==> src/rtl/load_data_align.sv <==
// Load data alignment unit: accepts one load request at a time, waits for the
// data-memory read word, extracts the addressed byte/halfword/word using
// big-endian byte lanes, extends it, and presents the result until consumed.
// Misaligned accesses and memory timeouts are reported as flagged results.
module load_data_align #(
  parameter int TIMEOUT_CYCLES = 255
) (
  input  logic        clk,
  input  logic        rst,
  input  logic        req_valid,
  output logic        req_ready,
  input  logic [5:0]  req_opcode,
  input  logic [1:0]  req_addr_lo,
  input  logic [31:0] mem_rdata,
  input  logic        mem_rvalid,
  output logic        load_valid,
  input  logic        load_ready,
  output logic [31:0] load_data,
  output logic        load_misaligned,
  output logic        load_timeout
);

  // Load opcodes shared with the decoder.
  localparam logic [5:0] OP_LB  = 6'h20;
  localparam logic [5:0] OP_LH  = 6'h21;
  localparam logic [5:0] OP_LW  = 6'h23;
  localparam logic [5:0] OP_LBU = 6'h24;
  localparam logic [5:0] OP_LHU = 6'h25;

  localparam logic [1:0] S_IDLE = 2'd0;
  localparam logic [1:0] S_WAIT = 2'd1;
  localparam logic [1:0] S_RESP = 2'd2;

  // Counter only needs to reach TIMEOUT_CYCLES-1.
  localparam int CW = (TIMEOUT_CYCLES > 1) ? $clog2(TIMEOUT_CYCLES) : 1;
  localparam logic [CW-1:0] CNT_LAST = CW'(TIMEOUT_CYCLES - 1);

  logic [1:0]    state_q, state_d;
  logic [CW-1:0] cnt_q, cnt_d;
  logic [5:0]    op_q, op_d;
  logic [1:0]    addr_q, addr_d;
  logic [31:0]   data_q, data_d;
  logic          mis_q, mis_d;
  logic          to_q, to_d;

  logic is_load, is_mis;

  // Pick the addressed lane (offset 0 is the most significant byte) and extend.
  function automatic logic [31:0] extract(input logic [5:0] op,
                                          input logic [1:0] a,
                                          input logic [31:0] w);
    logic [7:0]  b;
    logic [15:0] h;
    logic [31:0] r;
    case (a)
      2'd0:    b = w[31:24];
      2'd1:    b = w[23:16];
      2'd2:    b = w[15:8];
      default: b = w[7:0];
    endcase
    h = a[1] ? w[15:0] : w[31:16];
    case (op)
      OP_LB:   r = {{24{b[7]}}, b};
      OP_LBU:  r = {24'd0, b};
      OP_LH:   r = {{16{h[15]}}, h};
      OP_LHU:  r = {16'd0, h};
      default: r = w;
    endcase
    return r;
  endfunction

  // Classify the incoming request: recognised load, and alignment fault.
  always_comb begin
    is_load = (req_opcode == OP_LB) || (req_opcode == OP_LH) ||
              (req_opcode == OP_LW) || (req_opcode == OP_LBU) ||
              (req_opcode == OP_LHU);
    is_mis  = ((req_opcode == OP_LH || req_opcode == OP_LHU) && req_addr_lo[0]) ||
              ((req_opcode == OP_LW) && (req_addr_lo != 2'd0));
  end

  // Next-state logic: accept, wait for memory or timeout, hold result.
  always_comb begin
    state_d = state_q;
    cnt_d   = cnt_q;
    op_d    = op_q;
    addr_d  = addr_q;
    data_d  = data_q;
    mis_d   = mis_q;
    to_d    = to_q;
    case (state_q)
      S_IDLE: begin
        if (req_valid && is_load) begin
          op_d   = req_opcode;
          addr_d = req_addr_lo;
          if (is_mis) begin
            state_d = S_RESP;
            data_d  = 32'd0;
            mis_d   = 1'b1;
            to_d    = 1'b0;
          end else begin
            state_d = S_WAIT;
            cnt_d   = '0;
          end
        end
      end
      S_WAIT: begin
        // Data arriving on the last allowed cycle still wins over timeout.
        if (mem_rvalid) begin
          state_d = S_RESP;
          data_d  = extract(op_q, addr_q, mem_rdata);
          mis_d   = 1'b0;
          to_d    = 1'b0;
        end else if (cnt_q == CNT_LAST) begin
          state_d = S_RESP;
          data_d  = 32'd0;
          mis_d   = 1'b0;
          to_d    = 1'b1;
        end else begin
          cnt_d = cnt_q + CW'(1);
        end
      end
      S_RESP: begin
        if (load_ready) state_d = S_IDLE;
      end
      default: state_d = S_IDLE;
    endcase
  end

  // State registers with synchronous reset dropping any in-flight request.
  always_ff @(posedge clk) begin
    if (rst) begin
      state_q <= S_IDLE;
      cnt_q   <= '0;
      op_q    <= '0;
      addr_q  <= '0;
      data_q  <= '0;
      mis_q   <= 1'b0;
      to_q    <= 1'b0;
    end else begin
      state_q <= state_d;
      cnt_q   <= cnt_d;
      op_q    <= op_d;
      addr_q  <= addr_d;
      data_q  <= data_d;
      mis_q   <= mis_d;
      to_q    <= to_d;
    end
  end

  assign req_ready       = (state_q == S_IDLE);
  assign load_valid      = (state_q == S_RESP);
  assign load_data       = data_q;
  assign load_misaligned = mis_q;
  assign load_timeout    = to_q;

endmodule

==> config.mk <==
export PLATFORM = sky130hd
export DESIGN_NAME = load_data_align
export DESIGN_NICKNAME = d
export VERILOG_FILES = /design/src/rtl/load_data_align.sv
export SDC_FILE = /design/constraint.sdc
export NUM_CORES = 1
export LEC_CHECK = 0
export CAP_MARGIN = 20
export CORE_ASPECT_RATIO = 1.75
export CORE_MARGIN = 5
export CORE_UTILIZATION = 47
export CTS_BUF_LIST = sky130_fd_sc_hd__clkbuf_8 sky130_fd_sc_hd__clkbuf_16
export DETAILED_ROUTE_END_ITERATION = 7
export PLACE_DENSITY = 0.81
export SLEW_MARGIN = 5
export SYNTH_ARGS = -nofsm -noshare
export SYNTH_HDL_FRONTEND = slang
export SYNTH_SLANG_ARGS = --single-unit
==> constraint.sdc <==
create_clock -name clk -period 2 [get_ports clk]
set_input_delay 0.3 -clock clk [delete_from_list [all_inputs] [get_ports clk]]
set_output_delay 0.3 -clock clk [all_outputs]
set_load 0.1 [all_outputs]
# Word level (Yosys, flattened, before mapping)

Cells that the tools add are included.

Flip-flop bits (word level): 52
Logic and storage cells: 75
Output and inout bits: 36

Reduce and logical (&&, ||, !) cells: 17
$add $sub $neg: 1
Mux-type cells: 29
Equality and inequality tests: 21

Operators by type and width:

| cell                | number |
|---|---|
| $mux 32             | 4 |
| $pmux 32 s4         | 1 |
| $pmux 32 s2         | 1 |
| $eq 6x6->1 const B  | 9 |
| $mux 8              | 4 |
| $pmux 8 s3          | 1 |
| $mux 16             | 1 |
| $pmux 8 s2          | 1 |
| $mux 2              | 5 |
| $add 8x1->8 const B | 1 |
| $eq 8x8->1 const B  | 1 |
| $mux 1              | 8 |
| $logic_or 1x1->1    | 6 |
| $ne 2x1->1 const B  | 3 |
| $ne 2x2->1 const B  | 3 |
| $pmux 2 s3          | 1 |
| $reduce_and 5->1    | 1 |
| $eq 2x1->1 const B  | 2 |
| $eq 2x2->1 const B  | 2 |
| $logic_not 2->1     | 2 |
| $pmux 1 s2          | 2 |
| $reduce_and 4->1    | 1 |
| $reduce_bool 2->1   | 2 |
| $logic_and 1x1->1   | 3 |
| other kinds (3)     | 3 |

# Logic depth before layout (Yosys ltp)

Gate-level depths: netlist of run 1.

Depth after elaboration: 8
Mapped depth: 8
Depth with buffers taken out: 7

# Worst setup path before layout of run 1

Ideal clock, no wire load.

Path kind: register to register
From: reg state_q[1]
To: reg state_q[1]
Setup time: 71 ps
Data required time: 1929 ps
Arrival time: 2123 ps
Cell stages (with the launch flop): 4
Setup slack: -193 ps
Path through: dfxtp_1 > nor2b_1 > a22oi_1 > nor2_1

Longest elaborated chain between the ends: 3
Elaborated cells on any way between the ends: 8
Classes of those cells: eq/ne (5); mux (1); reduce/logical (2)

Ends and longest elaborated chain:

| item                              | line | text |
|---|---|---|
| start, declared                   | 38   | `logic [1:0] state_q, state_d;` |
| start signal, assigned            | 140  | `state_q <= state_d;` |
| $eq 2x2->1 *                      | n/a  |  |
| net load_valid                    | 16   | `output logic load_valid,` |
| $ne 2x1->1 (no source line)       | n/a  |  |
| $reduce_and 3->1 (no source line) | n/a  |  |

The timed path passes the listed nets; every way through them passes the cells marked *.
A chain may end at the register's enable or synchronous reset.

# Final worst setup path of run 1

From: in req_opcode[1]
To: reg cnt_q[7]

Longest elaborated chain between the ends: 8
Elaborated cells on any way between the ends: 17
Classes of those cells: eq/ne (7); reduce/logical (10)

Ends and longest elaborated chain:

| item                                | line   | text |
|---|---|---|
| start, declared                     | 12     | `input logic [5:0] req_opcode,` |
| $eq 6x6->1 (on tied branches)       | 74, 77 |  |
| $logic_or 1x1->1 (2 in a row)       | 74     | `is_load = (req_opcode == OP_LB) \|\| (req_opcode == OP_LH) \|\|` |
| $logic_or 1x1->1 (2 in a row)       | 75     | `(req_opcode == OP_LW) \|\| (req_opcode == OP_LBU) \|\|` |
| $logic_and 1x1->1                   | 92     | `if (req_valid && is_load) begin` |
| $ne 2x1->1 (no source line)         | n/a    |  |
| $reduce_and 5->1 (no source line) * | n/a    |  |
| end signal, assigned                | 141    | `cnt_q <= cnt_d;` |
| end, declared                       | 39     | `logic [CW-1:0] cnt_q, cnt_d;` |

Every way passes the cells marked *; elsewhere a longest branch is shown, timed or not.

==> impl_metrics.py, run 1 <==
metrics = {
    "worst_setup_path": {
        "worstPathArrival_ps": 2060,
        "worstSetupStartpointType": "primary input",
        "critPathRequiredTime_ps": 2230,
        "criticalPathCategory": "primary input to flip-flop",
        "cp-end-kind": "flip-flop",
        "critPathMaxFanout": 12,
    },
    "routing": {
        "drt_first_pass_iters": 4,
        "drt-wirelength-per-cell_um": 17.3,
        "drt_first_iter_violations": 181,
        "vias": 2723,
        "wl_um": 8070,
        "drc_errors": 0,
        "ant_nets": 0,
        "avgViaCountPerCell": 5.83,
    },
    "clock_network": {
        "cts_buffers": 5,
        "clock_latency_ps": 310,
        "post-cts-setup-buffers": 0,
        "cts_tree": "built",
        "clkSinkCount": 52,
        "htree_num_levels": 2,
        "clk_path_buf_depth": 2,
        "clock-root-buffer": "clkbuf_8",
        "clk_pin_slew_ps": 90,
        "hold_buffers": 0,
    },
    "yosys": {
        "avgSynthCellArea_um2": 9.32,
        "ys.flop_type": "dfxtp_1",
        "ys_seq_elements": 52,
        "synth.net_count": 342,
        "yosysSeqAreaShare_pct": 37.9,
        "async_flop_share_pct": 0,
        "synth-edff-count": 0,
        "syn-cell-area_mm2": 0.00275,
        "synth_cells": 295,
        "synth_cell_type_count": 47,
        "yosysWarnings": 0,
    },
    "timing": {
        "report.final.slew_viol_count": 0,
        "finalSetupViolCount": 0,
        "fmax_mhz": 547,
        "whs_ps": 460,
        "tightest_slew_ps": 474,
        "clock_skew_ps": 9.64,
        "period_share_pct": 91.5,
        "maxSlewHeadroom_pct": 68.4,
        "hold_violations": 0,
        "finalCriticalPeriod_ps": 1830,
        "rsz0062_at_grt": "false",
    },
    "power_and_ir_drop": {
        "p_seq_share_pct": 49.5,
        "ir_drop_v": 0.000379,
        "p_int_uw": 1520,
        "cellPowerDensity_mw_per_mm2": 570,
        "switchingPower_uw": 664,
        "power.leakage_uw": 0.00150,
        "comb_power_share_pct": 24.7,
        "p_clk_share_pct": 25.9,
        "swShare_pct": 30.5,
    },
    "global_route": {
        "grt_pass1_vias": 2718,
        "grt_pass1_wl_um": 13000,
        "antenna_found_initial": 0,
        "grt_usage_pct": 22.5,
        "grt_max_degree": 37,
        "gr-total-overflow": 0,
    },
    "die": {
        "initial_core_util_pct": 47.5,
        "design.die.area_mm2": 0.00754,
        "die_h_um": 111,
        "die_w_um": 67.8,
        "rows": 37,
        "core-area_mm2": 0.00579,
        "io_pins": 81,
    },
    "cells_and_area": {
        "fin_cells": 467,
        "final_cell_mix": "buf_4, dfxtp_1, clkdlybuf4s50_1, a21oi_1",
        "stdcell_area_mm2": 0.00383,
        "multi_input_area_mm2": 0.00160,
        "fillCellCount": 477,
        "area_delta_synth_final_pct": 39.2,
        "final_nets": 436,
        "layout-drive-gt1-share_pct": 24.9,
        "utilization_pct": 66.1,
        "diodes": 0,
        "seq_area_mm2": 0.00104,
        "final_common_cell": "buf_4",
    },
    "placement": {
        "post-dp-hpwl_um": 6130,
        "placed_area_mm2": 0.00374,
        "routabilityCongestion": 0.858,
        "placed_cells_incl_taps": 460,
        "numPortBuffers": 80,
    },
    "job": {
        "cap_violations": 0,
    },
    "run_status": {
        "outcome": "finished, final reports clean",
    },
    "min_path": {
        "hold_class": "flip-flop to flip-flop",
    },
}
==> final timing paths <==
path,from,to,slack (ps),cells after the start
setup / recovery,req_opcode[1],cnt_q[7],170,6
hold / removal,load_data[2],load_data[2],460,1
setup reg to reg,cnt_q[1],load_data[7],180,8
hold reg to reg,load_data[2],load_data[2],460,1
==> flip-flops by register name, summed over array words and instances, names as in the netlist <==
register,flops
load_timeout,1
op_q,6
cnt_q,8
load_misaligned,1
state_q,2
load_data,32
addr_q,2
==> critical path: stages <==
cell             delay (ps)
clkdlybuf4s50_1         450
a21o_1                  230
a31oi_2                 220
o22ai_2                 190
or4_1                   510
a21oi_1                 160
==> cell families after synthesis <==
group                    synth area share, %
flip-flops                              37.9
multiplexers                            8.28
adder cells (fa/ha/maj)                0.910
AO/OA/AOI/OAI                           30.3
buffers and inverters                   4.73
AND/OR/NAND/NOR                         17.9
==> metrics by stage <==
step | setup TNS (ps) | total power [uW] | worst slack [ps]
after floorplan | 0 | 1410 | 358
after global placement | -1750 | 1630 | -220
after detailed placement | -3720 | 1640 | -337
after CTS | 0 | 2200 | 72.0
after global routing | 0 | 2280 | 15.3
final | 0 | 2180 | 171
==> layer usage <==
layer,vias to the layer above,track usage (%),routed length (um)
met5,-,0,0
met4,0,13.3,412
met3,26,4.77,505
met2,101,40.2,4310
met1,1282,22.6,2840
li1,1314,-,-
==> cell usage after synthesis, types with 8 or more instances <==
| cell type | count | share of area (%) |
|---|---|---|
| dfxtp_1 | 52 | 38 |
| a21oi_1 | 42 | 7.6 |
| nor2_1 | 17 | 2.3 |
| o2bb2ai_1 | 17 | 5.4 |
| nand2_1 | 14 | 1.9 |
| buf_2 | 11 | 2.0 |
| a22o_1 | 10 | 3.2 |
| clkbuf_1 | 10 | 1.4 |
| a21o_1 | 9 | 2.5 |
| nand2b_1 | 9 | 2.0 |
| nor3b_2 | 9 | 4.1 |
| o31ai_1 | 8 | 2.2 |
==> power groups by stage <==
stage / clock, uW / combinational, uW / sequential (uW)
after CTS: 579 / 538 / 1080
after floorplan: 0 / 201 / 1210
after global routing: 627 / 568 / 1080
after global placement: 0 / 528 / 1100
after detailed placement: 0 / 533 / 1100
final: 564 / 538 / 1080
==> repair_timing <==
| item | in CTS | in global routing |
|---|---|---|
| pin swaps | 0 | 0 |
| gates resized for setup | 1 | 1 |
| setup endpoints to repair | 1 | 1 |
| cloned | 0 | 0 |
==> final cells by class <==
class                           instances  area share, %
Clock inverter                          2          0.229
Timing Repair Buffer                  110           26.1
Inverter                                4          0.392
Sequential cell                        52           27.2
Multi-Input combinational cell        216           41.7
Tap cell                               78           2.55
Clock buffer                            5           1.80
Power figures use the tool's default switching activity.
==> run 2, diff against run 1 <==
--- a/config.mk
+++ b/config.mk
@@ -5,6 +5,7 @@
 export SDC_FILE = /design/constraint.sdc
 export NUM_CORES = 1
 export LEC_CHECK = 0
+export ABC_AREA = 0
 export CAP_MARGIN = 20
 export CORE_ASPECT_RATIO = 1.75
 export CORE_MARGIN = 5
@@ -12,6 +13,7 @@
 export CTS_BUF_LIST = sky130_fd_sc_hd__clkbuf_8 sky130_fd_sc_hd__clkbuf_16
 export DETAILED_ROUTE_END_ITERATION = 7
 export PLACE_DENSITY = 0.81
+export SETUP_SLACK_MARGIN = 0.15
 export SLEW_MARGIN = 5
 export SYNTH_ARGS = -nofsm -noshare
 export SYNTH_HDL_FRONTEND = slang
==> impl_metrics.py, run 2 (synthesized netlist as in run 1, its figures left out) <==
metrics = {
    "run_status": {
        "outcome": "finished, final reports clean",
    },
    "cells_and_area": {
        "final_cell_mix": "buf_4, dfxtp_1, clkdlybuf4s50_1, a21oi_1, o2bb2ai_1",
        "diodes": 0,
        "fillCellCount": 460,
        "utilization_pct": 67.7,
        "final_common_cell": "buf_4",
        "area_delta_synth_final_pct": 42.5,
        "layout-drive-gt1-share_pct": 27.6,
        "largest_reg_flops": 32,
        "final_nets": 439,
    },
    "clock_network": {
        "clk_pin_slew_ps": 90,
        "clk_path_buf_depth": 2,
        "htree_num_levels": 2,
        "clkSinkCount": 52,
        "cts_buffers": 5,
        "clock-root-buffer": "clkbuf_8",
        "hold_buffers": 0,
        "cts_tree": "built",
        "clock_latency_ps": 300,
    },
    "worst_setup_path": {
        "criticalPathCategory": "primary input to flip-flop",
        "cp-end-kind": "flip-flop",
        "critPathMaxFanout": 34,
        "worstSetupStartpointType": "primary input",
        "critPathRequiredTime_ps": 2200,
        "worstPathArrival_ps": 2040,
    },
    "global_route": {
        "gr-total-overflow": 0,
        "grt_max_degree": 37,
        "grt_pass1_wl_um": 13000,
        "antenna_found_initial": 0,
        "grt_usage_pct": 22.6,
        "grt_pass1_vias": 2724,
    },
    "timing": {
        "finalSetupViolCount": 0,
        "tightest_slew_ps": 419,
        "worst_slack_ps": 159,
        "whs_ps": 460,
        "period_share_pct": 92.1,
        "report.final.slew_viol_count": 0,
        "clock_skew_ps": 9.29,
        "rsz0062_at_grt": "true",
        "fmax_mhz": 543,
        "finalCriticalPeriod_ps": 1840,
        "hold_violations": 0,
        "maxSlewHeadroom_pct": 71.3,
    },
    "min_path": {
        "hold_class": "flip-flop to flip-flop",
    },
    "routing": {
        "drt-wirelength-per-cell_um": 17.4,
        "ant_nets": 0,
        "avgViaCountPerCell": 5.86,
        "vias": 2756,
        "drt_first_iter_violations": 179,
        "drt_first_pass_iters": 4,
        "drc_errors": 0,
        "wl_um": 8190,
    },
    "die": {
        "design.die.area_mm2": 0.00754,
        "die_w_um": 67.8,
        "core-area_mm2": 0.00579,
        "io_pins": 81,
        "die_h_um": 111,
        "rows": 37,
        "initial_core_util_pct": 47.5,
    },
    "placement": {
        "post-dp-hpwl_um": 6130,
        "place_ws_ps": -337,
        "numPortBuffers": 80,
        "routabilityCongestion": 0.858,
    },
    "power_and_ir_drop": {
        "cellPowerDensity_mw_per_mm2": 563,
        "ir_drop_v": 0.000374,
        "power.leakage_uw": 0.00154,
        "power_uw": 2210,
    },
    "job": {
        "cap_violations": 0,
    },
}
-- run 2: cell types whose count changed in the layout (fill, tap and decap cells not counted), sizes merged --
| cell | before | now |
|---|---|---|
| buf | 66 | 69 |
-- run 2: repair_timing --
item                                    4_1_cts  5_1_grt
gates resized for setup                       2       14
cloned                                        0        0
buffers inserted                              0        3
pin swaps                                     0        4
endpoints found under the setup margin        7       35
-- run 2: per-stage QoR --
| step | area, um^2 | instances | TNS (ps) |
|---|---|---|---|
| 2_1_floorplan | 2750 | 295 | 0 |
| 3_3_place_gp | 3740 | 460 | -1750 |
| 3_5_place_dp | 3740 | 460 | -3720 |
| 4_1_cts | 3830 | 467 | 0 |
| 5_1_grt | 3920 | 470 | 0 |
| 6_report | 3920 | 470 | 0 |
-- run 2: routing by layer --
layer	wire [um]	vias to the layer above	global-route usage [%]
met3	572	24	4.77
li1	-	1326	-
met1	2750	1298	22.7
met2	4480	108	40.3
met5	0	-	0
met4	391	0	13.3
-- run 2: worst paths after layout --
kind	startpoint	to	slack, ps	cells after the start
worst max register to register	op_q[1]	load_data[13]	210	6
worst min register to register	load_data[2]	load_data[2]	460	1
worst min-delay path	load_data[2]	load_data[2]	460	1
worst max-delay path	req_opcode[0]	load_data[7]	160	7
-- run 2: power breakdown --
| part | internal (uW) | switching, uW |
|---|---|---|
| clock | 234 | 326 |
| combinational | 244 | 323 |
| sequential | 1060 | 21.3 |
-- run 2: layout make-up --
cell class | instances | area (um^2) | area share (%)
Clock buffer | 5 | 68.8 | 1.76
Inverter | 4 | 15.0 | 0.383
Multi-Input combinational cell | 216 | 1620 | 41.4
Timing Repair Buffer | 113 | 1060 | 27.0
Sequential cell | 52 | 1050 | 26.7
Tap cell | 78 | 97.6 | 2.49
Clock inverter | 2 | 8.76 | 0.223
-- run 2: worst max-delay path, cell delays in order --
cell and delay [ps]:
clkdlybuf4s50_1 500, a21boi_1 330, buf_4 180, a41o_1 220, a21oi_2 80, buf_12 170
a22o_1 230
==> run 3, diff against run 2 <==
--- a/config.mk
+++ b/config.mk
@@ -5,15 +5,16 @@
 export SDC_FILE = /design/constraint.sdc
 export NUM_CORES = 1
 export LEC_CHECK = 0
-export ABC_AREA = 0
+export ABC_AREA = 1
 export CAP_MARGIN = 20
 export CORE_ASPECT_RATIO = 1.75
 export CORE_MARGIN = 5
-export CORE_UTILIZATION = 47
+export CORE_UTILIZATION = 49
 export CTS_BUF_LIST = sky130_fd_sc_hd__clkbuf_8 sky130_fd_sc_hd__clkbuf_16
 export DETAILED_ROUTE_END_ITERATION = 7
+export GPL_ROUTABILITY_DRIVEN = 0
 export PLACE_DENSITY = 0.81
-export SETUP_SLACK_MARGIN = 0.15
+export SETUP_SLACK_MARGIN = 0.02
 export SLEW_MARGIN = 5
 export SYNTH_ARGS = -nofsm -noshare
 export SYNTH_HDL_FRONTEND = slang
==> impl_metrics.py, run 3 <==
metrics = {
    "min_path": {
        "hold_class": "primary input to flip-flop",
    },
    "yosys": {
        "synth-edff-count": 0,
        "ys_seq_elements": 52,
        "avgSynthCellArea_um2": 6.45,
        "synth_cell_type_count": 33,
        "yosysWarnings": 0,
        "synth.area.top_cells": "dfxtp_1, nand2_1, a21oi_1",
        "netlist_top_cells_count": "nand2_1, a21oi_1, nor2_1",
        "async_flop_share_pct": 0,
        "syn-cell-area_mm2": 0.00313,
        "yosysSeqAreaShare_pct": 33.3,
        "yosys.area.top_type_share_pct": 33.3,
        "synth_cells": 485,
        "yosysTopAreaCell": "dfxtp_1",
        "synth.net_count": 532,
        "yosys.cell_count.top_type": "nand2_1",
        "ys.flop_type": "dfxtp_1",
    },
    "routing": {
        "drt-met1-wl_um": 3420,
        "wl_met3_um": 612,
        "wl_um": 9340,
        "top_layer": "met4",
        "drt_first_iter_violations": 356,
        "vias": 3434,
        "ant_nets": 0,
        "drt_first_pass_iters": 5,
        "avgViaCountPerCell": 5.35,
        "drc_errors": 0,
        "drt-wirelength-per-cell_um": 14.5,
        "wl_met2_um": 4890,
    },
    "timing": {
        "period_share_pct": 87.8,
        "maxSlewHeadroom_pct": 66.0,
        "tightest_slew_ps": 510,
        "hold_violations": 0,
        "finalSetupViolCount": 0,
        "rsz0062_at_grt": "false",
        "finalCriticalPeriod_ps": 1760,
        "fmax_mhz": 569,
        "report.final.slew_viol_count": 0,
        "clock_skew_ps": 15.6,
    },
    "die": {
        "rows": 38,
        "die_w_um": 70.4,
        "die_h_um": 116,
        "initial_core_util_pct": 50.2,
        "design.die.area_mm2": 0.00815,
        "io_pins": 81,
        "core-area_mm2": 0.00623,
    },
    "worst_setup_path": {
        "critPathMaxFanout": 10,
        "worstPathArrival_ps": 2010,
        "critPathRequiredTime_ps": 2250,
        "worstSetupStartpointType": "flip-flop",
        "cp-end-kind": "flip-flop",
        "criticalPathCategory": "flip-flop to flip-flop",
    },
    "clock_network": {
        "clkSinkCount": 52,
        "clk_path_buf_depth": 2,
        "htree_num_levels": 2,
        "clk_pin_slew_ps": 100,
        "cts_buffers": 5,
        "clock_latency_ps": 330,
        "cts_tree": "built",
        "clock-root-buffer": "clkbuf_8",
        "hold_buffers": 0,
    },
    "cells_and_area": {
        "stdcell_area_mm2": 0.00400,
        "final_cell_mix": "nand2_1, a21oi_1, nor2_1, dfxtp_1, buf_4",
        "diodes": 0,
        "layout-drive-gt1-share_pct": 15.5,
        "largest_reg_flops": 32,
        "fin_cells": 642,
        "utilization_pct": 64.3,
        "final_nets": 608,
        "area_delta_synth_final_pct": 27.9,
        "final_common_cell": "nand2_1",
    },
    "global_route": {
        "grt_pass1_vias": 3331,
        "antenna_found_initial": 0,
        "gr-total-overflow": 0,
        "grt_usage_pct": 22.9,
        "grt_pass1_wl_um": 14900,
        "grt_max_degree": 46,
    },
    "power_and_ir_drop": {
        "ir_drop_v": 0.000318,
        "power.leakage_uw": 0.00159,
        "comb_power_share_pct": 18.9,
        "p_clk_share_pct": 30.3,
        "p_seq_share_pct": 50.8,
        "swShare_pct": 30.6,
        "switchingPower_uw": 640,
        "p_int_uw": 1450,
        "cellPowerDensity_mw_per_mm2": 523,
    },
    "placement": {
        "placed_cells_incl_taps": 634,
        "post-dp-hpwl_um": 6910,
        "numPortBuffers": 80,
        "placed_area_mm2": 0.00390,
    },
    "job": {
        "cap_violations": 0,
    },
    "run_status": {
        "outcome": "finished, final reports clean",
    },
}
[run 3: cell families after synthesis]
group	share of synthesized area [%]
flops	33.3
buf+inv	9.88
compound gates	18.3
fa+ha+maj	0.800
xor+xnor	1.12
simple gates	36.7
[run 3: worst paths after layout]
check | startpoint | end | slack [ps] | cells after the start
worst max-delay path | op_q[0] | load_data[0] | 240 | 8
worst min-delay path | rst | op_q[2] | 300 | 4
worst min register to register | load_data[14] | load_data[14] | 470 | 2
worst max register to register | op_q[0] | load_data[0] | 240 | 8
[run 3: power groups by stage]
stage,sequential [uW],combinational (uW),clock (uW)
6_report,1060,396,634
5_1_grt,1070,426,685
4_1_cts,1060,391,644
3_5_place_dp,1090,389,0
3_3_place_gp,1090,387,0
2_1_floorplan,1140,175,0
[run 3: repair_timing]
item,CTS,global route
buffers inserted,0,0
resized for setup,0,1
endpoints found under the setup margin,0,1
[run 3: metal layers]
metal | track usage [%] | vias to the layer above
li1 | - | 1713
met1 | 22.6 | 1544
met2 | 43.5 | 148
met3 | 4.34 | 29
met4 | 13.7 | 0
met5 | 0 | -
[run 3: worst max-delay path, stage by stage, from the launching register on]
cell	delay (ps)
dfxtp_1	600
nand3_2	110
nor2_1	220
nand2_1	90
nand2_1	250
nand2_1	120
nand3_1	100
nand2_1	60
a21oi_1	140
[run 3: cell type report]
class / instances / area (um^2)
Inverter: 45 / 170
Multi-Input combinational cell: 367 / 1800
Timing Repair Buffer: 90 / 806
Clock inverter: 3 / 21.3
Tap cell: 80 / 100
Clock buffer: 5 / 68.8
Sequential cell: 52 / 1040
Fill cell: 576 / 2230
[run 3: per-stage QoR]
| step | hold WS, ps | setup WS, ps | total power, uW | setup TNS [ps] |
|---|---|---|---|---|
| finish | 300 | 244 | 2090 | 0 |
| global route | 345 | 92.8 | 2180 | 0 |
| CTS | 300 | 191 | 2100 | 0 |
| detailed placement | 454 | -36.6 | 1480 | -184 |
| global placement | 448 | 19.2 | 1470 | 0 |
| floorplan | 445 | 312 | 1320 | 0 |
